### config.mk
export PLATFORM = sky130hd
export DESIGN_NAME = fp_to_int
export DESIGN_NICKNAME = d
export VERILOG_FILES = /design/src/rtl/fp_pkg.sv /design/src/rtl/fp_unpack.sv /design/src/rtl/fp_to_int.sv
export SDC_FILE = /design/constraint.sdc
export NUM_CORES = 1
export LEC_CHECK = 0
export BUFFER_PORTS_ARGS = -buffer_cell sky130_fd_sc_hd__clkbuf_2
export CORE_MARGIN = 8
export CORE_UTILIZATION = 60
export DETAILED_ROUTE_END_ITERATION = 8
export PLACE_DENSITY_LB_ADDON = 0.08
export SETUP_SLACK_MARGIN = 0.15
export SYNTH_ARGS = -nofsm -noshare
export SYNTH_HDL_FRONTEND = slang
export SYNTH_SLANG_ARGS = --single-unit
### constraint.sdc
create_clock -name clk -period 5.5 [get_ports clk]
set_clock_uncertainty 0.1 [all_clocks]
set_input_delay 0.825 -clock clk [delete_from_list [all_inputs] [get_ports clk]]
set_output_delay 0.825 -clock clk [all_outputs]
set_load 0.005 [all_outputs]
### src/rtl/fp_pkg.sv
// Shared constants and types for the float-to-integer converter.
package fp_pkg;

    localparam int          FP_BIAS    = 127;
    localparam int          FP_EXP_MAX = 255;
    localparam logic [31:0] INT_MAX    = 32'h7FFF_FFFF;
    localparam logic [31:0] INT_MIN    = 32'h8000_0000;

    // Legacy state encodings, kept so existing waveform decoders still match
    localparam logic [1:0] S_IDLE  = 2'b00;
    localparam logic [1:0] S_SHIFT = 2'b01;
    localparam logic [1:0] S_FIN   = 2'b10;
    localparam logic [1:0] S_DONE  = 2'b11;

    typedef enum logic [1:0] {
        ST_IDLE  = S_IDLE,
        ST_SHIFT = S_SHIFT,
        ST_FIN   = S_FIN,
        ST_DONE  = S_DONE
    } state_t;

    // Result class decided at unpack time; only CLS_NORM uses the shifter
    typedef enum logic [2:0] {
        CLS_NORM    = 3'd0,
        CLS_ZERO    = 3'd1,
        CLS_POS_SAT = 3'd2,
        CLS_NEG_SAT = 3'd3,
        CLS_NEG_MIN = 3'd4,
        CLS_NAN     = 3'd5
    } cls_t;

    typedef struct packed {
        logic        sign;
        logic [7:0]  exp;
        logic [23:0] mant;
    } fp_unpacked_t;

endpackage

### src/rtl/fp_unpack.sv
// Combinational unpack of an IEEE-754 single: sign, mantissa, result class,
// shift direction and shift count for the serial aligner.
// FP_TO_INT_RNE_EN lowers the smallest converted exponent to -1 so that
// values in [0.5, 1) can round up.
module fp_unpack
    import fp_pkg::*;
(
    input  logic [31:0] in_float,
    output logic        sign,
    output logic [23:0] mant,
    output cls_t        cls,
    output logic        shift_left,
    output logic [4:0]  shift_n
);

`ifdef FP_TO_INT_RNE_EN
    localparam int E_MIN = -1;
`else
    localparam int E_MIN = 0;
`endif

    localparam logic [7:0] EXP_MIN  = 8'(FP_BIAS + E_MIN);
    localparam logic [7:0] EXP_LEFT = 8'(FP_BIAS + 23);
    localparam logic [7:0] EXP_SAT  = 8'(FP_BIAS + 31);
    localparam logic [7:0] EXP_SPEC = 8'(FP_EXP_MAX);

    fp_unpacked_t uf;
    logic         frac_nz;

    // Field split, then classify by biased exponent range
    always_comb begin
        uf.sign    = in_float[31];
        uf.exp     = in_float[30:23];
        uf.mant    = (uf.exp != 8'd0) ? {1'b1, in_float[22:0]} : '0;
        frac_nz    = |in_float[22:0];
        cls        = CLS_NORM;
        shift_left = 1'b0;
        shift_n    = '0;
        if (uf.exp == EXP_SPEC) begin
            if (frac_nz)
                cls = CLS_NAN;
            else
                cls = uf.sign ? CLS_NEG_SAT : CLS_POS_SAT;
        end else if (uf.exp >= EXP_SAT) begin
            if (!uf.sign)
                cls = CLS_POS_SAT;
            else if (uf.exp == EXP_SAT && !frac_nz)
                cls = CLS_NEG_MIN;
            else
                cls = CLS_NEG_SAT;
        end else if (uf.exp < EXP_MIN) begin
            cls = CLS_ZERO;
        end else if (uf.exp >= EXP_LEFT) begin
            shift_left = 1'b1;
            shift_n    = 5'(uf.exp - EXP_LEFT);
        end else begin
            shift_n    = 5'(EXP_LEFT - uf.exp);
        end
        sign = uf.sign;
        mant = uf.mant;
    end

endmodule

### src/rtl/fp_to_int.sv
// Sequential IEEE-754 single to signed 32-bit integer converter.
// Alignment is one bit per cycle; valid/ready on both sides, one value in flight.
// Build option: FP_TO_INT_RNE_EN selects round-to-nearest-even (default truncates).
module fp_to_int
    import fp_pkg::*;
(
    input  logic        clk,
    input  logic        rst_n,
    input  logic        in_valid,
    output logic        in_ready,
    input  logic [31:0] in_float,
    output logic        out_valid,
    input  logic        out_ready,
    output logic [31:0] out_int,
    output logic        ovf
);

    logic        u_sign;
    logic [23:0] u_mant;
    cls_t        u_cls;
    logic        u_left;
    logic [4:0]  u_n;

    state_t      state;
    logic [31:0] mag;
    logic [4:0]  cnt;
    logic        dir_left;
    logic        sign_q;
    cls_t        cls_q;
    logic [31:0] rnd;
    logic [31:0] fin_int;
    logic        fin_ovf;

`ifdef FP_TO_INT_RNE_EN
    logic        guard;
    logic        sticky;
`endif

    fp_unpack u_unpack (
        .in_float   (in_float),
        .sign       (u_sign),
        .mant       (u_mant),
        .cls        (u_cls),
        .shift_left (u_left),
        .shift_n    (u_n)
    );

    assign in_ready  = (state == ST_IDLE);
    assign out_valid = (state == ST_DONE);

    // Result for the FIN step: rounding, sign application, special values
    always_comb begin
`ifdef FP_TO_INT_RNE_EN
        rnd = mag + {31'd0, guard & (sticky | mag[0])};
`else
        rnd = mag;
`endif
        fin_int = '0;
        fin_ovf = 1'b0;
        case (cls_q)
            CLS_NAN, CLS_POS_SAT: begin
                fin_int = INT_MAX;
                fin_ovf = 1'b1;
            end
            CLS_NEG_SAT: begin
                fin_int = INT_MIN;
                fin_ovf = 1'b1;
            end
            CLS_NEG_MIN: fin_int = INT_MIN;
            CLS_ZERO:    fin_int = '0;
            default:     fin_int = sign_q ? (~rnd + 32'd1) : rnd;
        endcase
    end

    // Control FSM plus the serial aligner and output registers
    always_ff @(posedge clk or negedge rst_n) begin
        if (!rst_n) begin
            state    <= ST_IDLE;
            mag      <= '0;
            cnt      <= '0;
            dir_left <= 1'b0;
            sign_q   <= 1'b0;
            cls_q    <= CLS_ZERO;
            out_int  <= '0;
            ovf      <= 1'b0;
`ifdef FP_TO_INT_RNE_EN
            guard    <= 1'b0;
            sticky   <= 1'b0;
`endif
        end else begin
            case (state)
                ST_IDLE: begin
                    if (in_valid) begin
                        mag      <= {8'd0, u_mant};
                        cnt      <= u_n;
                        dir_left <= u_left;
                        sign_q   <= u_sign;
                        cls_q    <= u_cls;
`ifdef FP_TO_INT_RNE_EN
                        guard    <= 1'b0;
                        sticky   <= 1'b0;
`endif
                        state    <= (u_n != 5'd0) ? ST_SHIFT : ST_FIN;
                    end
                end
                ST_SHIFT: begin
                    if (dir_left) begin
                        mag <= mag << 1;
                    end else begin
                        mag    <= mag >> 1;
`ifdef FP_TO_INT_RNE_EN
                        guard  <= mag[0];
                        sticky <= sticky | guard;
`endif
                    end
                    cnt <= cnt - 5'd1;
                    if (cnt == 5'd1)
                        state <= ST_FIN;
                end
                ST_FIN: begin
                    out_int <= fin_int;
                    ovf     <= fin_ovf;
                    state   <= ST_DONE;
                end
                default: begin
                    if (out_ready)
                        state <= ST_IDLE;
                end
            endcase
        end
    end

endmodule

Word level (Yosys, flattened, before mapping)
Cells that the tools add are included.
{"block": "totals", "ramBits": 0, "elab_cells": 72, "n_memories": 0, "reg_bits": 77, "rom_bits": 0, "latch_bits": 0}
{"block": "op_classes", "reduce_logical": 14, "n_bitwise": 1, "muxes": 29, "n_mul": 0, "n_addsub": 4, "eq_ne": 13, "n_lt_le_gt_ge": 3, "div_mod_pow": 0, "shift": 0}
{"operator": "2-to-1 mux 32 bit", "n": 3}
{"operator": "case mux 32 bit (3 select lines)", "n": 1}
{"operator": "case mux 32 bit (2 select lines)", "n": 1}
{"operator": "adder 32 x 1 -> 32 bit (second input constant)", "n": 1}
{"operator": "NOT 32 bit", "n": 1}
{"operator": "2-to-1 mux 5 bit", "n": 5}
{"operator": "2-to-1 mux 24 bit", "n": 1}
{"operator": "OR reduction 23 bit", "n": 1}
{"operator": "equality test 8 bit (second input constant)", "n": 2}
{"operator": "greater-or-equal comparator 8 bit (second input constant)", "n": 2}
{"operator": "2-to-1 mux 3 bit", "n": 5}
{"operator": "case mux 5 bit (2 select lines)", "n": 1}
{"operator": "less-than comparator 8 x 7 -> 1 bit (second input constant)", "n": 1}
{"operator": "2-to-1 mux 2 bit", "n": 4}
{"operator": "nonzero test 8 bit", "n": 1}
{"operator": "2-to-1 mux 1 bit", "n": 7}
{"operator": "equality test 3 x 2 -> 1 bit (second input constant)", "n": 2}
{"operator": "equality test 3 bit (second input constant)", "n": 2}
{"operator": "case mux 2 bit (3 select lines)", "n": 1}
{"operator": "equality test 5 x 1 -> 1 bit (second input constant)", "n": 1}
{"operator": "nonzero test 5 bit", "n": 1}
{"operator": "subtractor 5 x 1 -> 5 bit (second input constant)", "n": 1}
{"operator": "subtractor 5 bit (first input constant)", "n": 1}
{"operator": "subtractor 5 bit (second input constant)", "n": 1}
{"operator": "other kinds (13)", "n": 17}

Logic depth before layout (Yosys ltp)
Gate-level depths: netlist of run 1.
{"block": "logic_depth", "word_depth": 9, "ltp_mapped": 10}

Modules after synthesis
Synthesis of run 1 repeated with hierarchy kept, for this count alone.
{"block": "unflattened", "hier_cells": 573, "area_unflattened_um2": 5027.3}
{"mod": "fp_to_int", "area_each_um2": 4391.7, "seq_area_each_um2": 1928.1, "cells_per_inst": 483, "instances": 1}
{"mod": "fp_unpack", "area_each_um2": 635.6, "seq_area_each_um2": 0.0, "cells_per_inst": 90, "instances": 1}

Worst setup path after synthesis of run 1
Ideal clock, no wire load.
{"block": "synth_path", "kind": "input to register", "from": "input port in_float[23]", "to": "register cnt[4]", "cell_stages": 8, "n_path_buf": 0, "slack_ps": 3061, "t_arrival_ps": 2235, "path_cell_list": "inv_1 > ha_1 > o21a_1 > o21ai_0 > a2bb2oi_1 > a41oi_1 > mux2i_1 > a221oi_1"}
{"block": "synth_between", "elab_chain_cells": 7, "elab_cells_between_ends": 12}
{"element": "from (decl)", "line": "fp_to_int.sv:11", "text": "input logic [31:0] in_float,"}
{"element": "greater-or-equal comparator 8 bit, or another cell as far along", "line": "fp_unpack.sv:53", "text": "end else if (uf.exp >= EXP_LEFT) begin"}
{"element": "2-to-1 mux 5 bit", "line": "fp_unpack.sv:53"}
{"element": "2-to-1 mux 5 bit", "line": "fp_unpack.sv:51", "text": "end else if (uf.exp < EXP_MIN) begin"}
{"element": "2-to-1 mux 5 bit", "line": "fp_unpack.sv:44", "text": "end else if (uf.exp >= EXP_SAT) begin"}
{"element": "2-to-1 mux 5 bit *", "line": "fp_unpack.sv:39", "text": "if (uf.exp == EXP_SPEC) begin"}
{"element": "2-to-1 mux 5 bit *", "line": "fp_to_int.sv:93", "text": "if (in_valid) begin"}
{"element": "case mux 5 bit (2 select lines) *", "line": "fp_to_int.sv:91", "text": "case (state)"}
{"element": "to (signal assigned)", "line": "fp_to_int.sv:95", "text": "cnt <= u_n;"}
{"element": "to (signal assigned)", "line": "fp_to_int.sv:116", "text": "cnt <= cnt - 5'd1;"}
{"element": "to (decl)", "line": "fp_to_int.sv:26", "text": "logic [4:0] cnt;"}
Every way passes the cells marked *; elsewhere a longest branch is shown, timed or not. The select of a mux whose other input is x is not followed.
A chain may end at the register's enable or synchronous reset.

Worst setup path in the final report of run 1
{"block": "layout_path", "from": "register state[1]", "to": "register mag[0]"}
{"block": "layout_between", "elab_chain_cells": 3, "elab_cells_between_ends": 6}
{"element": "from (decl)", "line": "fp_to_int.sv:24", "text": "state_t state;"}
{"element": "from (signal assigned)", "line": "fp_to_int.sv:103", "text": "state <= (u_n != 5'd0) ? ST_SHIFT : ST_FIN;"}
{"element": "equality test 2 x 1 -> 1 bit / logical NOT 2 bit (equally long branches)", "line": "fp_to_int.sv:91"}
{"element": "nonzero test 2 bit (no line) / inequality test 2 bit (equally long branches)"}
{"element": "AND reduction 2 bit (no line)"}
{"element": "to (signal assigned)", "line": "fp_to_int.sv:94", "text": "mag <= {8'd0, u_mant};"}
{"element": "to (signal assigned)", "line": "fp_to_int.sv:108", "text": "mag <= mag << 1;"}
{"element": "to (signal assigned)", "line": "fp_to_int.sv:110", "text": "mag <= mag >> 1;"}
{"element": "to (decl)", "line": "fp_to_int.sv:25", "text": "logic [31:0] mag;"}
Parallel ways exist; a longest one is shown, timed or not.

==> results of run 1 <==
[per-layer routing]
layer / routed length (µm) / up-vias / global-route usage, %
met3: 830 / 19 / 4.31
met4: 191 / 0 / 8.23
met1: 5980 / 2145 / 31.7
met2: 5770 / 155 / 34.6
met5: 0 / - / 0
li1: - / 2203 / -
[cells in the mapped netlist (all sizes together) (2+ instances only)]
library cell | number | area [µm²]
xnor2 | 13 | 114
nand2 | 35 | 131
ha | 12 | 150
or3 | 4 | 25.0
o21bai | 3 | 22.5
a211oi | 9 | 67.6
a31oi | 2 | 12.5
nor4b | 2 | 17.5
nor2b | 2 | 12.5
o2111ai | 2 | 17.5
or2 | 5 | 31.3
nor2 | 99 | 372
inv | 12 | 45.0
and2 | 3 | 18.8
o21a | 11 | 82.6
or4 | 6 | 48.8
nand2b | 4 | 25.0
nor4 | 10 | 62.6
o21ai | 32 | 160
a21oi | 71 | 355
buf | 6 | 27.5
a41oi | 2 | 17.5
clkbuf | 43 | 161
nand3 | 13 | 65.1
a221oi | 3 | 26.3
mux2 | 5 | 56.3
o211ai | 3 | 22.5
nor3b | 3 | 22.5
xor2 | 18 | 158
nand4 | 6 | 37.5
o31ai | 19 | 148
dfrtp | 76 | 1900
nand3b | 2 | 15.0
mux2i | 32 | 320
o41ai | 5 | 58.8
nor3 | 7 | 35.0
[registers in the layout (all words and copies together), names as in the netlist]
| register | cells |
|---|---|
| mag | 32 |
| out_int | 32 |
| cnt | 5 |
| cls_q | 3 |
| state | 2 |
| dir_left | 1 |
| ovf | 1 |
| sign_q | 1 |
[layout make-up]
cell class                      instances  area, µm²
Clock inverter                          6       88.8
Clock buffer                            9        124
Sequential cell                        77       1930
Inverter                               12       45.0
Tap cell                              105        131
Multi-Input combinational cell        458       2850
Fill cell                             686       2590
Timing Repair Buffer                   73        375
[path summary, 6_finish.rpt]
path / startpoint / end / slack (ns) / cells after the start
setup / recovery: state[1] / mag[0] / 2.48 / 7
hold / removal: out_int[1] / out_int[1] / 0.38 / 1
setup reg to reg: state[1] / mag[0] / 2.48 / 7
hold reg to reg: out_int[1] / out_int[1] / 0.38 / 1
max in group asynchronous: rst_n / state[0] / 4.12 / 1
min in group asynchronous: rst_n / out_int[27] / 0.48 / 1
[report_power, final]
part / switching [mW] / leakage, nW / internal [mW]
clock network: 0.219 / 0.101 / 0.253
registers: 0.347 / 0.891 / 0.831
logic: 0.925 / 1.30 / 0.671
[kinds of logic after synthesis]
| logic type | share of synthesized area, % |
|---|---|
| compound gates | 21.8 |
| xor+xnor | 5.42 |
| mux | 7.52 |
| fa+ha+maj | 3.00 |
| simple gates | 19.1 |
| flops | 38.5 |
| buf+inv | 4.67 |
[worst reg2reg max path, delay by kind of cell, from the launching register on]
family / cells / cell delay [ns]
flops: 1 / 0.43
compound gates: 3 / 0.60
fa+ha+maj: 1 / 0.56
buf+inv: 3 / 1.17
[through the flow]
stage	worst slack [ns]	cells	power [mW]	instance area (µm²)	util, %
global route	2.25	740	3.53	5550	68.2
floorplan	3.06	596	2.31	5000	-
finish	2.48	740	3.25	5550	68.2
detailed placement	2.53	725	2.77	5330	65.6
global placement	2.62	725	2.70	5330	65.6
CTS	2.55	740	3.24	5550	68.2
==> metrics.csv, run 1 <==
stage;metric;value;unit
status;outcome;finished clean;
global_routing;antenna_found_initial;0;
sta;finalHoldViolCount;0;
global_routing;grt_pass1_wl;21.6;mm
synthesis;synth.distinct_cells;59;
power;powerDensity;585;nW/µm²
synthesis;syn_nets;644;
floorplan;die_y;107;µm
worst_setup_path;crit_family;buffers and inverters;
clock_network;cts_tree;built;
floorplan;die_w;107;µm
floorplan;die_area;11500;µm²
worst_setup_path;cp_common_cell;inv_1;
final_layout;drive_above_1_share;16.4;%
route;viasPerCell;6.11;
route;wirelength;12.8;mm
worst_setup_path;end_kind;register;
route;first_iter_violations;268;
route;wire_per_inst;17.3;µm
worst_setup_path;crit_required;5.59;ns
floorplan;row_count;33;
global_routing;grt_pass1_vias;4430;
min_path;min_path_type;register to register;
clock_network;clkSlewWorstSetupHoldPaths;0.08;ns
clock_network;cts_buffer_depth;2;
synthesis;synth-seq-area-share;38.5;%
worst_setup_path;slowest_stage;inv_1;
power;peakVddDrop;0.000266;V
floorplan;ios;71;
clock_network;htree_levels;3;
clock_network;insertion_delay;0.36;ns
final_layout;nets;679;
clock_network;clkSinkCount;77;
synthesis;syn-cell-area;5000;µm²
placed_design;dp_hpwl;9.25;mm
sta;rsz0062_at_grt;false;
final_layout;layout_common_cells;nor2_1, dfrtp_1, a21oi_1;
floorplan;initial_core_util;61.5;%
synthesis;ys.flop_type;dfrtp_1;
worst_setup_path;path_class;register to register;
global_routing;grt_max_degree;78;
sta;fmax;332;MHz
final_layout;layout-area-overhead-vs-synth;10.8;%
synthesis;synthCells;596;
sta;drv_slew;0;
global_routing;grt.overflow.total;0;
worst_setup_path;cp_cell_sequence;inv_1, ha_1, inv_1, o21ai_2, buf_4, o311a_1, a21oi_1;
synthesis;synth_edf_count;0;
final_layout;diodes;0;
placed_design;gp_congestion;0.867;
sta;tns;0;ns
final_layout;final_common_cell;nor2_1;
flow_run;maxCapViolCount;0;
worst_setup_path;crit_arrival;3.11;ns
synthesis;ys_ff_latch;77;
route;drc;0;
floorplan;coreArea;8130;µm²
worst_setup_path;cpPeakStageDelay;0.62;ns
clock_network;postCtsSetupBuffers;0;
sta;finalSetupViolCount;0;
route;dr.pass1.iters;6;
sta;fin_crit_sh;54.8;%
worst_setup_path;cp-start-kind;register;
placed_design;port_buffers;70;
clock_network;cts.repair.resized;0;
clock_network;numCtsBuffers;9;
global_routing;grt_use_total;22.8;%
sta;slew-limit-headroom;17.7;%
synthesis;async_flop_share;100;%
route;vias;4522;
power;power_leakage;2.29;nW
worst_setup_path;crit_fanout;48;
clock_network;ctsRootBufferMaster;clkbuf_8;
clock_network;hold_buffers;0;
worst_setup_path;critPathBufInv;3;
sta;whs;0.382;ns
synthesis;yosys_warnings;0;
sta;worst_pin_slew;1.23;ns
synthesis;syn_avg_cell_area;8.40;µm²
sta;fin_crit;3.02;ns
route;postRouteAntennaNets;0;
Note: power is estimated with default switching activity, not from simulation.
==> run 2, diff against run 1 <==
--- a/config.mk
+++ b/config.mk
@@ -7,7 +7,7 @@
 export LEC_CHECK = 0
 export BUFFER_PORTS_ARGS = -buffer_cell sky130_fd_sc_hd__clkbuf_2
 export CORE_MARGIN = 8
-export CORE_UTILIZATION = 60
+export CORE_UTILIZATION = 53
 export DETAILED_ROUTE_END_ITERATION = 8
 export PLACE_DENSITY_LB_ADDON = 0.08
 export SETUP_SLACK_MARGIN = 0.15
==> constraint.sdc (replaced) <==
create_clock -name clk -period 2.6 [get_ports clk]
set_clock_uncertainty 0.1 [all_clocks]
set_input_delay 0.39 -clock clk [delete_from_list [all_inputs] [get_ports clk]]
set_output_delay 0.39 -clock clk [all_outputs]
set_load 0.005 [all_outputs]
==> run 2 against run 1 <==
  * Clock power up 83%
  * Non-clock buffer count up 27
  * Core utilization fell by 4.3 points
  * Largest power group unchanged
  * Sequential share of layout area down 1.8 points
  * Critical path depth is 1 lower
  * Hold slack worse by 0.16 ns
  * Count of clock-buffer cells in the layout is the same
==> metrics.csv, run 2 (synthesis gave the netlist of run 1 again) <==
stage;metric;value;unit
final_layout;layout-area-overhead-vs-synth;17.3;%
power;power;7.18;mW
route;vias;4622;
global_routing;grt_pass1_vias;4331;
clock_network;clkSlewWorstSetupHoldPaths;0.09;ns
flow_run;maxCapViolCount;0;
final_layout;reg.largest.list;mag x32, out_int x32, cnt x5;
global_routing;grt.overflow.total;0;
route;postRouteAntennaNets;0;
final_layout;diodes;0;
worst_setup_path;path_class;register to register;
placed_design;gp_congestion;0.883;
route;first_iter_violations;401;
floorplan;ios;71;
worst_setup_path;crit_end;out_int[26];
sta;fin_crit_sh;93.3;%
global_routing;antenna_found_initial;0;
final_layout;nets;706;
sta;finalSetupViolCount;0;
worst_setup_path;worst-r2r-setup-slack;0.17;ns
worst_setup_path;startpoint;mag[13];
route;wirelength;13.8;mm
final_layout;layout_common_cells;nor2_1, dfrtp_1, a21oi_1;
placed_design;place_ws;0.140;ns
worst_setup_path;regToRegEndpoint;out_int[26];
power;peakVddDrop;0.000637;V
route;drc;0;
worst_setup_path;cpPeakStageDelay;0.61;ns
sta;finalHoldViolCount;0;
floorplan;die_w;113;µm
sta;fin_crit;2.43;ns
final_layout;postLayoutCellArea;5870;µm²
route;dr.pass1.iters;5;
worst_setup_path;crit_fanout;7;
sta;whs;0.225;ns
final_layout;drive_above_1_share;22.3;%
floorplan;row_count;35;
route;wire_per_inst;17.8;µm
clock_network;insertion_delay;0.35;ns
sta;worst_pin_slew;0.925;ns
global_routing;grt_pass1_wl;22.2;mm
sta;fmax;412;MHz
min_path;min_path_type;primary input to register;
sta;drv_slew;0;
route;viasPerCell;5.97;
worst_setup_path;reg2regPathDepth;6;
final_layout;nFillCells;796;
clock_network;cts_buffer_depth;2;
power;power_leakage;2.45;nW
worst_setup_path;end_kind;register;
global_routing;grt_max_degree;46;
worst_setup_path;cp_cell_sequence;or4_4, o41ai_4, nand3_2, a21oi_1, nor3b_2, nor4_2;
clock_network;clkSinkCount;77;
floorplan;die_y;113;µm
floorplan;die_area;12800;µm²
placed_design;port_buffers;70;
sta;tns;0;ns
floorplan;coreArea;9200;µm²
final_layout;final_common_cell;nor2_1;
sta;rsz0062_at_grt;true;
worst_setup_path;crit_required;2.70;ns
worst_setup_path;crit_arrival;2.53;ns
status;outcome;finished clean;
worst_setup_path;cp-start-kind;register;
worst_setup_path;slowest_stage;or4_4;
floorplan;initial_core_util;54.4;%
sta;layout_setup_ws;0.173;ns
placed_design;place_area;5520;µm²
sta;slew-limit-headroom;38.3;%
clock_network;numCtsBuffers;9;
worst_setup_path;rr_startpoint;mag[13];
clock_network;ctsRootBufferMaster;clkbuf_8;
clock_network;cts_tree;built;
global_routing;grt_use_total;21.1;%
power;powerDensity;1220;nW/µm²
placed_design;dp_hpwl;9.88;mm
clock_network;htree_levels;3;
-- run 2: through the flow --
step / instances / utilization (%)
CTS: 768 / 62.2
global placement: 751 / 60.0
global route: 774 / 63.9
finish: 774 / 63.9
detailed placement: 751 / 60.0
floorplan: 596 / -
-- run 2: worst min-delay path by stage --
stage	depth (start not counted)	start	end	slack (ns)
after floorplan	0	rst_n	cls_q[1]	-0.006
after global placement	1	rst_n	ovf	0.25
after detailed placement	1	rst_n	out_int[1]	0.26
after CTS	3	in_valid	dir_left	0.22
after global routing	3	in_valid	dir_left	0.24
final	3	in_valid	dir_left	0.22
-- run 2: power by group --
group | total [mW] | internal, mW | leakage (nW) | switching (mW)
registers | 2.46 | 1.76 | 0.886 | 0.695
clock network | 0.865 | 0.362 | 0.0886 | 0.503
logic | 3.86 | 1.67 | 1.48 | 2.19
-- run 2: critical path, delay by kind of cell (launching register included) --
kind	cells	cell delay [ns]
AND/OR/NAND/NOR	4	1.08
AO/OA/AOI/OAI	2	0.63
flip-flops	1	0.47
-- run 2: cell type report --
cell class	instances	area [µm²]	share of cell area [%]
timing repair buffer	100	606	10.3
multi-input combinational	458	2970	50.5
tap	111	139	2.37
clock buffer	9	124	2.11
clock inverter	7	57.6	0.980
sequential	77	1930	32.9
inverter	12	45.0	0.767
-- run 2: layer usage --
layer	track usage [%]	wire length (µm)	up-vias	share of wire (%)
li1	-	-	2255	-
met1	32.1	6750	2207	49
met2	30.3	6070	143	44
met3	2.93	769	17	5.6
met4	5.51	189	0	1.4
met5	0	0	-	0
-- run 2: repair_timing --
action,CTS,global route
gates resized for setup,2,20
endpoints found under the setup margin,2,12
hold buffers,1,0
buffers inserted,0,6
endpoints found under the hold margin,32,0
pin swaps,1,6
